<file path="config.mk">
export PLATFORM = sky130hd
export DESIGN_NAME = mem_access_master
export DESIGN_NICKNAME = d
export VERILOG_FILES = /design/src/rtl/mem_access_master.sv
export SDC_FILE = /design/constraint.sdc
export NUM_CORES = 1
export LEC_CHECK = 0
export BUFFER_PORTS_ARGS = -buffer_cell sky130_fd_sc_hd__buf_2
export CORE_AREA = 4 4 117 119
export CTS_CLUSTER_SIZE = 8
export DETAILED_ROUTE_END_ITERATION = 7
export DIE_AREA = 0 0 121 123
export PLACE_DENSITY = 0.67
export REMOVE_ABC_BUFFERS = 1
export SLEW_MARGIN = 20
export SYNTH_ARGS = -nofsm -noshare
export SYNTH_HDL_FRONTEND = slang
export SYNTH_SLANG_ARGS = --single-unit
</file>
<file path="constraint.sdc">
create_clock -name Clk -period 4.4 [get_ports Clk]
set_clock_uncertainty 0.2 [all_clocks]
set_input_delay 1.1 -clock Clk [delete_from_list [all_inputs] [get_ports Clk]]
set_output_delay 1.1 -clock Clk [all_outputs]
set_load 0.02 [all_outputs]
</file>
<file path="src/rtl/mem_access_master.sv">
// rtl/mem_access_master.sv - byte-wide data-memory initiator for MEM-stage loads/stores
//
// Purpose: turns one load/store command into 1, 2 or 4 big-endian single-byte
// req/ack transactions, assembles and extends load data, and holds Busy so
// the pipeline stalls until the access completes or times out.
//
// Ports:
//   Clk, Reset (sync, active-low)
//   Start, OpWe, OpSize, OpSigned, OpAd, OpWdata   command from the MEM stage
//   Busy, Done, Err, RdData                          status / load result
//   MemReq, MemWe, MemAd, MemWdata, MemRdata, MemAck byte memory port
module mem_access_master #(
    parameter int ADDR_W  = 16,
    parameter int TIMEOUT = 255
) (
    input  logic              Clk,
    input  logic              Reset,
    input  logic              Start,
    input  logic              OpWe,
    input  logic [1:0]        OpSize,
    input  logic              OpSigned,
    input  logic [ADDR_W-1:0] OpAd,
    input  logic [31:0]       OpWdata,
    output logic              Busy,
    output logic              Done,
    output logic              Err,
    output logic [31:0]       RdData,
    output logic              MemReq,
    output logic              MemWe,
    output logic [ADDR_W-1:0] MemAd,
    output logic [7:0]        MemWdata,
    input  logic [7:0]        MemRdata,
    input  logic              MemAck
);

    localparam int WAIT_W = $clog2(TIMEOUT + 1);
    // Last wait count before a stalled byte gives up: the counter would reach TIMEOUT.
    localparam logic [WAIT_W-1:0] WAIT_LAST = WAIT_W'(TIMEOUT - 1);

    typedef enum logic [1:0] {IDLE, XFER, DONE} state_t;

    state_t              state, state_nx;
    logic                we_q;
    logic [1:0]          size_q;
    logic                signed_q;
    logic [ADDR_W-1:0]   ad_q;
    logic [31:0]         wdata_q;   // sized store value, left-aligned so byte idx is MSB-first
    logic [1:0]          idx;
    logic [WAIT_W-1:0]   wait_cnt;
    logic [31:0]         acc;
    logic [31:0]         rd_data;
    logic                err;

    logic                xfer;
    logic                last_byte;
    logic                stalled_out;
    logic [1:0]          last_idx;
    logic [31:0]         acc_nx;

    function automatic logic [31:0] extend(input logic [31:0] a, input logic [1:0] sz,
                                           input logic s);
        case (sz)
            2'd0:    extend = {{24{s & a[7]}}, a[7:0]};
            2'd1:    extend = {{16{s & a[15]}}, a[15:0]};
            default: extend = a;
        endcase
    endfunction

    always_comb begin
        case (size_q)
            2'd0:    last_idx = 2'd0;
            2'd1:    last_idx = 2'd1;
            default: last_idx = 2'd3;
        endcase
    end

    assign xfer        = (state == XFER);
    assign last_byte   = (idx == last_idx);
    assign stalled_out = xfer && !MemAck && (wait_cnt == WAIT_LAST);
    assign acc_nx      = {acc[23:0], MemRdata};

    // State register
    always_ff @(posedge Clk) begin
        if (!Reset) state <= IDLE;
        else        state <= state_nx;
    end

    // Next-state logic
    always_comb begin
        state_nx = state;
        case (state)
            IDLE: if (Start) state_nx = XFER;
            XFER: if ((MemAck && last_byte) || stalled_out) state_nx = DONE;
            DONE: state_nx = IDLE;
            default: state_nx = IDLE;
        endcase
    end

    // Datapath: command latch, byte sequencing, load assembly
    always_ff @(posedge Clk) begin
        if (!Reset) begin
            we_q     <= 1'b0;
            size_q   <= 2'd0;
            signed_q <= 1'b0;
            ad_q     <= '0;
            wdata_q  <= '0;
            idx      <= 2'd0;
            wait_cnt <= '0;
            acc      <= '0;
            rd_data  <= '0;
            err      <= 1'b0;
        end else begin
            case (state)
                IDLE: begin
                    if (Start) begin
                        we_q     <= OpWe;
                        size_q   <= OpSize;
                        signed_q <= OpSigned;
                        ad_q     <= OpAd;
                        case (OpSize)
                            2'd0:    wdata_q <= {OpWdata[7:0], 24'd0};
                            2'd1:    wdata_q <= {OpWdata[15:0], 16'd0};
                            default: wdata_q <= OpWdata;
                        endcase
                        idx      <= 2'd0;
                        wait_cnt <= '0;
                        acc      <= '0;
                        err      <= 1'b0;
                    end
                end
                XFER: begin
                    if (MemAck) begin
                        if (!we_q) begin
                            acc <= acc_nx;
                            if (last_byte) rd_data <= extend(acc_nx, size_q, signed_q);
                        end
                        wait_cnt <= '0;
                        idx      <= idx + 2'd1;
                    end else begin
                        wait_cnt <= wait_cnt + WAIT_W'(1);
                        if (stalled_out) err <= 1'b1;
                    end
                end
                default: ;
            endcase
        end
    end

    // Outputs
    always_comb begin
        Busy     = (state != IDLE);
        Done     = (state == DONE);
        Err      = err;
        RdData   = rd_data;
        MemReq   = xfer;
        MemWe    = xfer & we_q;
        MemAd    = '0;
        MemWdata = 8'd0;
        if (xfer) begin
            MemAd = ad_q + ADDR_W'(idx);
            case (idx)
                2'd0:    MemWdata = wdata_q[31:24];
                2'd1:    MemWdata = wdata_q[23:16];
                2'd2:    MemWdata = wdata_q[15:8];
                default: MemWdata = wdata_q[7:0];
            endcase
        end
    end

endmodule

</file>
* Word-level counts from Yosys, hierarchy flattened
Index checks and enable logic that the tools add are counted.
** Word-level totals
- Register bits :: 121
- Input port bits :: 64
- Word-level logic and storage cells :: 73
** Cells by class
- $add $sub $neg :: 3
- Equal/unequal tests :: 14
- Multiplexer cells :: 23
- Bitwise gates (word level) :: 4
- Reductions and logical operators :: 18
** Operators with widths (number)
- one-hot mux 32 bit (2 select lines) :: 2
- 2-to-1 mux 24 bit :: 3
- one-hot mux 24 bit (2 select lines) :: 1
- 2-to-1 mux 8 bit :: 3
- one-hot mux 8 bit (3 select lines) :: 1
- adder 16 x 2 -> 16 bit :: 1
- 2-to-1 mux 16 bit :: 1
- one-hot mux 8 bit (2 select lines) :: 1
- one-hot mux 2 bit (2 select lines) :: 3
- AND reduction 4 bit :: 3
- adder 8 x 1 -> 8 bit (second input constant) :: 1
- == test 2 x 1 -> 1 bit (second input constant) :: 4
- == test 8 bit (second input constant) :: 1
- zero test 2 bit :: 4
- 2-to-1 mux 2 bit :: 4
- inequality test 2 bit (second input constant) :: 4
- AND reduction 2 bit :: 3
- == test 2 bit (second input constant) :: 2
- inequality test 2 x 1 -> 1 bit (second input constant) :: 2
- nonzero test 2 bit :: 2
- AND 1 bit :: 3
- logical AND 1 bit :: 3
- 2-to-1 mux 1 bit :: 3
- AND reduction 3 bit :: 1
- other kinds (6) :: 6

* Depth between registers and ports, before layout
Gate-level depths: netlist (run 1).
- Depth after elaboration :: 7
- Depth in mapped cells :: 8

* Worst setup path after synthesis (run 1)
OpenSTA, ideal clock, no wires.
- Path type :: register to output
- Start point :: reg idx[1]
- End point :: out MemAd[15]
- Arrival time :: 1.730 ns
- Required time :: 3.100 ns
- Setup slack :: 1.370 ns
- Stages on the path, launching flop included :: 6
- Path buffers :: 0
- Cells stage by stage :: dfxtp_1 -> ha_1 -> a21oi_1 -> nor3_1 -> nand4_1 -> mux2i_1
** On the way
- Longest elaborated chain between the ends :: 2
** RTL lines
- start, declared :: line 48 : logic [1:0] idx;
- start signal, assigned :: line 138 : idx <= idx + 2'd1;
- adder 16 x 2 -> 16 bit :: line 160 : MemAd = ad_q + ADDR_W'(idx);
- 2-to-1 mux 16 bit :: line 159 : if (xfer) begin
- end, declared :: line 30 : output logic [ADDR_W-1:0] MemAd,
Every way passes these cells.

* Worst setup path in the final report (run 1)
Ends and elaborated chain as after synthesis.

==> results of run 1 <==
area by class of cell:
type,instances,share of cell area (%)
well taps,172,3.18
diodes,1,0.0369
flip-flops and latches,121,35.8
repair buffers,131,10.1
inverters,7,0.406
clock inverters,8,0.720
multi-input cells,517,42.8
clock buffers,22,7.00
power breakdown:
| part | leakage (nW) | internal (W) | switching (W) |
|---|---|---|---|
| combinational | 1.42 | 0.000123 | 0.000236 |
| clock | 0.257 | 0.000752 | 0.000469 |
| sequential | 0.985 | 0.00115 | 0.0000427 |
sequential cells by signal, summed over array words and instances, names as in the netlist, 2 cells and up:
| register | cells |
|---|---|
| RdData | 32 |
| wdata_q | 32 |
| acc | 24 |
| ad_q | 16 |
| wait_cnt | 8 |
| idx | 2 |
| size_q | 2 |
| state | 2 |
per-stage QoR:
stage	instances	area, um2
after global routing	978	6770
after detailed placement	947	6230
final	979	6770
after CTS	977	6750
after global placement	947	6230
after floorplan	645	5340
cells by family (layout without fill, tap and decap cells):
kind of cell	count (synthesis)	in the layout	synth area share [%]
AOI/OAI and AO/OA	182	182	21.2
xor gates and xnor gates	11	11	1.72
adders and majority gates	9	9	2.14
buffers and inverters	66	168	5.29
DFF	121	121	43.2
muxes	11	11	1.99
other	0	1	0
and+or+nand+nor	304	304	24.5
routing by layer:
metal  global-route usage, %  wire [um]  vias up  part of all wire (%)
li1                        -          -     2642                     -
met1                    26.5       6580     2483                    44
met2                    32.5       6950      185                    47
met3                    6.31       1140       16                   7.6
met4                    7.08        191        0                   1.3
met5                       0          0        -                     0
worst paths after layout:
| check | start | to | slack [ps] | cells past startpoint |
|---|---|---|---|---|
| worst max register to register | state[0]$_SDFFE_PN0P_ | RdData[26]$_SDFFE_PN0P_ | 1460 | 6 |
| worst min register to register | wdata_q[2]$_SDFFE_PN0P_ | wdata_q[2]$_SDFFE_PN0P_ | 250 | 2 |
| worst min-delay path | wdata_q[2]$_SDFFE_PN0P_ | wdata_q[2]$_SDFFE_PN0P_ | 250 | 2 |
| worst max-delay path | idx[1]$_SDFFE_PN0P_ | MemAd[15] | 820 | 6 |
Yosys cell counts, drive strengths merged, types with 4 or more instances:
| library cell | number |
|---|---|
| a211oi | 25 |
| a21oi | 108 |
| a221oi | 8 |
| a222oi | 8 |
| and2 | 5 |
| and3 | 4 |
| and4 | 4 |
| buf | 27 |
| clkbuf | 32 |
| dfxtp | 121 |
| ha | 8 |
| inv | 7 |
| mux2i | 10 |
| nand2 | 125 |
| nand2b | 5 |
| nand3 | 59 |
| nand4 | 4 |
| nor2 | 69 |
| nor2b | 5 |
| nor3 | 11 |
| o21ai | 19 |
| xnor2 | 5 |
| xor2 | 6 |
worst min-delay path, delay by kind of cell (launching register included):
| kind | cells | cell delay [ps] |
|---|---|---|
| AOI/OAI and AO/OA | 1 | 50 |
| DFF | 1 | 300 |
| and+or+nand+nor | 1 | 50 |
==> results.json, run 1 <==
{
  "cp-end-kind": "output pin",
  "dpl.hpwl_mm": 9.66,
  "ys_ff_latch": 121,
  "required_ps": 3100,
  "std_cell_rows": 41,
  "synth_edf_count": 0,
  "synth_cell_types": 52,
  "status": "finished, final reports clean",
  "ys.flop_type": "dfxtp_1",
  "worst_pin_slew_ps": 1070,
  "seq_area_um2": 2420,
  "area_delta_synth_final_pct": 20.8,
  "hold_slack_ps": 251,
  "nets": 868,
  "core_um2": 12600,
  "cpPeakStageDelay_ps": 520,
  "final_cell_mix": "125 x nand2_1, 124 x buf_2, 121 x dfxtp_1",
  "routed_wl_mm": 14.9,
  "cts_made_buffers": 17,
  "finalHoldViolations": 0,
  "grt_pass1_wl_mm": 24.7,
  "dieArea_um2": 14900,
  "ir_drop_v": 0.000199,
  "seq_area_frac_synth_pct": 43.2,
  "place_ws_ps": 1220,
  "critPathLaunchType": "flop",
  "p_leak_nw": 2.66,
  "dr.pass1.iters": 6,
  "die_x_um": 121,
  "clk_pin_slew_ps": 50,
  "final_util_pct": 53.9,
  "fp.dieH_um": 123,
  "drv_slew": 0,
  "fin_crit_sh_pct": 81.5,
  "cts_tree": "yes",
  "crit_chain": "ha_1 > a21oi_1 > nor3_1 > nand4_1 > mux2i_1 > buf_2",
  "rsz0062_at_grt": "no",
  "final_common_cell": "nand2_1",
  "io_buffer_count": 124,
  "postRouteAntennaNets": 0,
  "vias": 5326,
  "path_buf_inv": 1,
  "setup-tns-final_ps": 0,
  "setup_ws_ps": 816,
  "fill_cells": 1200,
  "yosys.area.top_type": "dfxtp_1",
  "gr-total-overflow": 0,
  "cts.repair.resized": 0,
  "synthesis.instances": 704,
  "wl_per_cell_um": 15.2,
  "synth_area_per_cell_um2": 7.96,
  "gp_congestion": 0.818,
  "synth.cell_area_um2": 5610,
  "vias_per_cell": 5.44,
  "htree_levels": 4,
  "yosysWarnings": 0,
  "cts-hold-fix-buffers": 0,
  "antenna_found_initial": 0,
  "start_util_pct": 44.6,
  "drt_drc_violations_left": 0,
  "cts_sinks": 121,
  "finalSetupViolCount": 0,
  "clk_latency_ps": 410,
  "max_freq_mhz": 279,
  "crit_slowest_cell": "dfxtp_1",
  "crit_arrival_ps": 2280,
  "slew_headroom_pct": 28.3,
  "worstHoldPathType": "flop to flop",
  "drv_cap": 0,
  "cp_top_family": "flip-flops",
  "worstSetupPathType": "flop to output pin",
  "drive_gt1_share_pct": 24.1,
  "yosys-top-cells-area": "dfxtp_1 43%, a21oi_1 9.6%, nand2_1 8.4%",
  "powerDensity_nw_per_um2": 409,
  "synthArstFlopShare_pct": 0,
  "fin_crit_ps": 3580,
  "multi_input_area_um2": 2900,
  "grt_pass1_vias": 5213,
  "synth_top_area_share_pct": 43.2,
  "ctsRootBufferMaster": "clkbuf_16",
  "post-cts-setup-buffers": 0,
  "total_power_w": 0.00277,
  "grtUsageTotal_pct": 20.5,
  "grt_max_degree": 67,
  "path_max_fanout": 9,
  "cts_buffer_depth": 2,
  "pin_count": 125,
  "initialDrtViolationCount": 569
}
(Power assumes the default switching activity.)
==> inputs of run 2 (changes only) <==
clock period = 3.69 ns   (was 4.4 ns; I/O delays follow)
==> run 2 against run 1 <==
  * Final cell count is 0.51% higher
  * Combinational power is 21% higher
  * Count of clock-buffer cells in the layout is 1 lower
  * Register-to-register slack worse by 440 ps
  * Sequential share of layout area is 0.46 points lower
  * Critical path type unchanged
==> results.json, run 2 (synthesis results as in run 1) <==
{
  "status": "finished, final reports clean",
  "switching_power_w": 0.000907,
  "initialDrtViolationCount": 507,
  "cts_tree": "yes",
  "final_cell_mix": "125 x nand2_1, 124 x buf_2, 121 x dfxtp_1",
  "pin_count": 125,
  "slew_headroom_pct": 41.1,
  "p_sw_share_pct": 26.7,
  "grtUsageTotal_pct": 19.5,
  "comb_power_share_pct": 12.8,
  "cpPeakStageDelay_ps": 420,
  "powerDensity_nw_per_um2": 496,
  "cts-hold-fix-buffers": 0,
  "area_delta_synth_final_pct": 22.4,
  "cts.repair.resized": 0,
  "wl_per_cell_um": 14.8,
  "vias_per_cell": 5.39,
  "max_freq_mhz": 296,
  "post-cts-setup-buffers": 0,
  "rsz0062_at_grt": "no",
  "finalSetupViolCount": 0,
  "total_power_w": 0.00340,
  "ir_drop_v": 0.000303,
  "drive_gt1_share_pct": 24.9,
  "cp_top_family": "simple AND/OR/NAND/NOR gates",
  "worstSetupPathType": "flop to output pin",
  "required_ps": 2570,
  "vias": 5306,
  "grt_pass1_vias": 4932,
  "seq_area_um2": 2420,
  "path_max_fanout": 9,
  "postRouteAntennaNets": 0,
  "worst_pin_slew_ps": 883,
  "cts_buffer_depth": 2,
  "cts_made_buffers": 17,
  "cp-end-kind": "output pin",
  "drv_cap": 0,
  "fill_cells": 1180,
  "routed_wl_mm": 14.6,
  "crit_arrival_ps": 2250,
  "grt_max_degree": 58,
  "nets": 872,
  "multi_input_area_um2": 2900,
  "fp.dieH_um": 123,
  "critPathLaunchType": "flop",
  "std_cell_rows": 41,
  "die_x_um": 121,
  "clk_pin_slew_ps": 50,
  "ctsRootBufferMaster": "clkbuf_16",
  "final_common_cell": "nand2_1",
  "drt_drc_violations_left": 0,
  "worstHoldPathType": "flop to flop",
  "dpl.hpwl_mm": 9.78,
  "crit_slowest_cell": "nor3_1",
  "fin_crit_sh_pct": 91.5,
  "dieArea_um2": 14900,
  "p_clk_share_pct": 45.6,
  "drv_slew": 0,
  "gr-total-overflow": 0,
  "start_util_pct": 44.6,
  "clk_latency_ps": 410,
  "antenna_found_initial": 1,
  "htree_levels": 4,
  "gp_congestion": 0.836,
  "finalHoldViolations": 0,
  "fin_crit_ps": 3370,
  "io_buffer_count": 124,
  "setup-tns-final_ps": 0,
  "power.internal_w": 0.00250,
  "cts_sinks": 121,
  "diodes": 0,
  "grt_pass1_wl_mm": 23.5,
  "p_leak_nw": 2.70,
  "dr.pass1.iters": 5,
  "core_um2": 12600,
  "path_buf_inv": 1,
  "p_seq_share_pct": 41.6,
  "crit_chain": "ha_1 > a21oi_2 > nor3_1 > nand4_1 > mux2i_1 > buf_2"
}
==> run 2: cell count changes in the layout (fill, tap and decap cells not counted), sizes merged <==
cell,delta
buf,+4
bufinv,+1
clkbuf,-1
clkinvlp,+2
diode,-1
==> run 2: worst register-to-register path: cells and delay by family, from the launching register on <==
family | cells | cell delay, ps
AOI/OAI and AO/OA | 2 | 830
and+or+nand+nor | 2 | 470
DFF | 1 | 470
buffers and inverters | 2 | 630
==> run 2: path summary, 6_finish.rpt <==
path,to,cells past startpoint,slack [ps],start
setup / recovery,MemAd[15],6,320,idx[1]$_SDFFE_PN0P_
hold reg to reg,wdata_q[2]$_SDFFE_PN0P_,2,250,wdata_q[2]$_SDFFE_PN0P_
hold / removal,wdata_q[2]$_SDFFE_PN0P_,2,250,wdata_q[2]$_SDFFE_PN0P_
setup reg to reg,RdData[27]$_SDFFE_PN0P_,6,1020,state[0]$_SDFFE_PN0P_
==> run 2: metrics by stage <==
stage / worst slack, ps / hold WS [ps] / instances / instance area (um2) / utilization, %
floorplan: 255 / 231 / 645 / 5340 / -
global placement: 688 / 239 / 952 / 6290 / 50.1
detailed placement: 609 / 244 / 952 / 6290 / 50.1
CTS: 171 / 252 / 984 / 6860 / 54.6
global route: 120 / 272 / 984 / 6860 / 54.6
finish: 315 / 252 / 984 / 6860 / 54.6
==> run 2: layout make-up <==
type	instances	area share, %
clock buffers	21	6.86
clock inverters	11	1.42
inverters	7	0.401
multi-input cells	517	42.3
flip-flops and latches	121	35.3
well taps	172	3.14
repair buffers	135	10.6
==> run 2: power groups by stage <==
stage	logic, W	registers, W	clock network [W]
after floorplan	0.000240	0.00146	0
after detailed placement	0.000434	0.00144	0
final	0.000434	0.00142	0.00155
after CTS	0.000436	0.00141	0.00158
after global placement	0.000426	0.00144	0
after global routing	0.000480	0.00142	0.00164
==> run 2: routing by layer <==
| metal | vias to the layer above | routed length [um] | global-route usage (%) |
|---|---|---|---|
| li1 | 2645 | - | - |
| met1 | 2479 | 6480 | 25.2 |
| met2 | 164 | 6800 | 31.1 |
| met3 | 16 | 1140 | 6.27 |
| met4 | 2 | 133 | 6.30 |
| met5 | - | 8 | 0 |
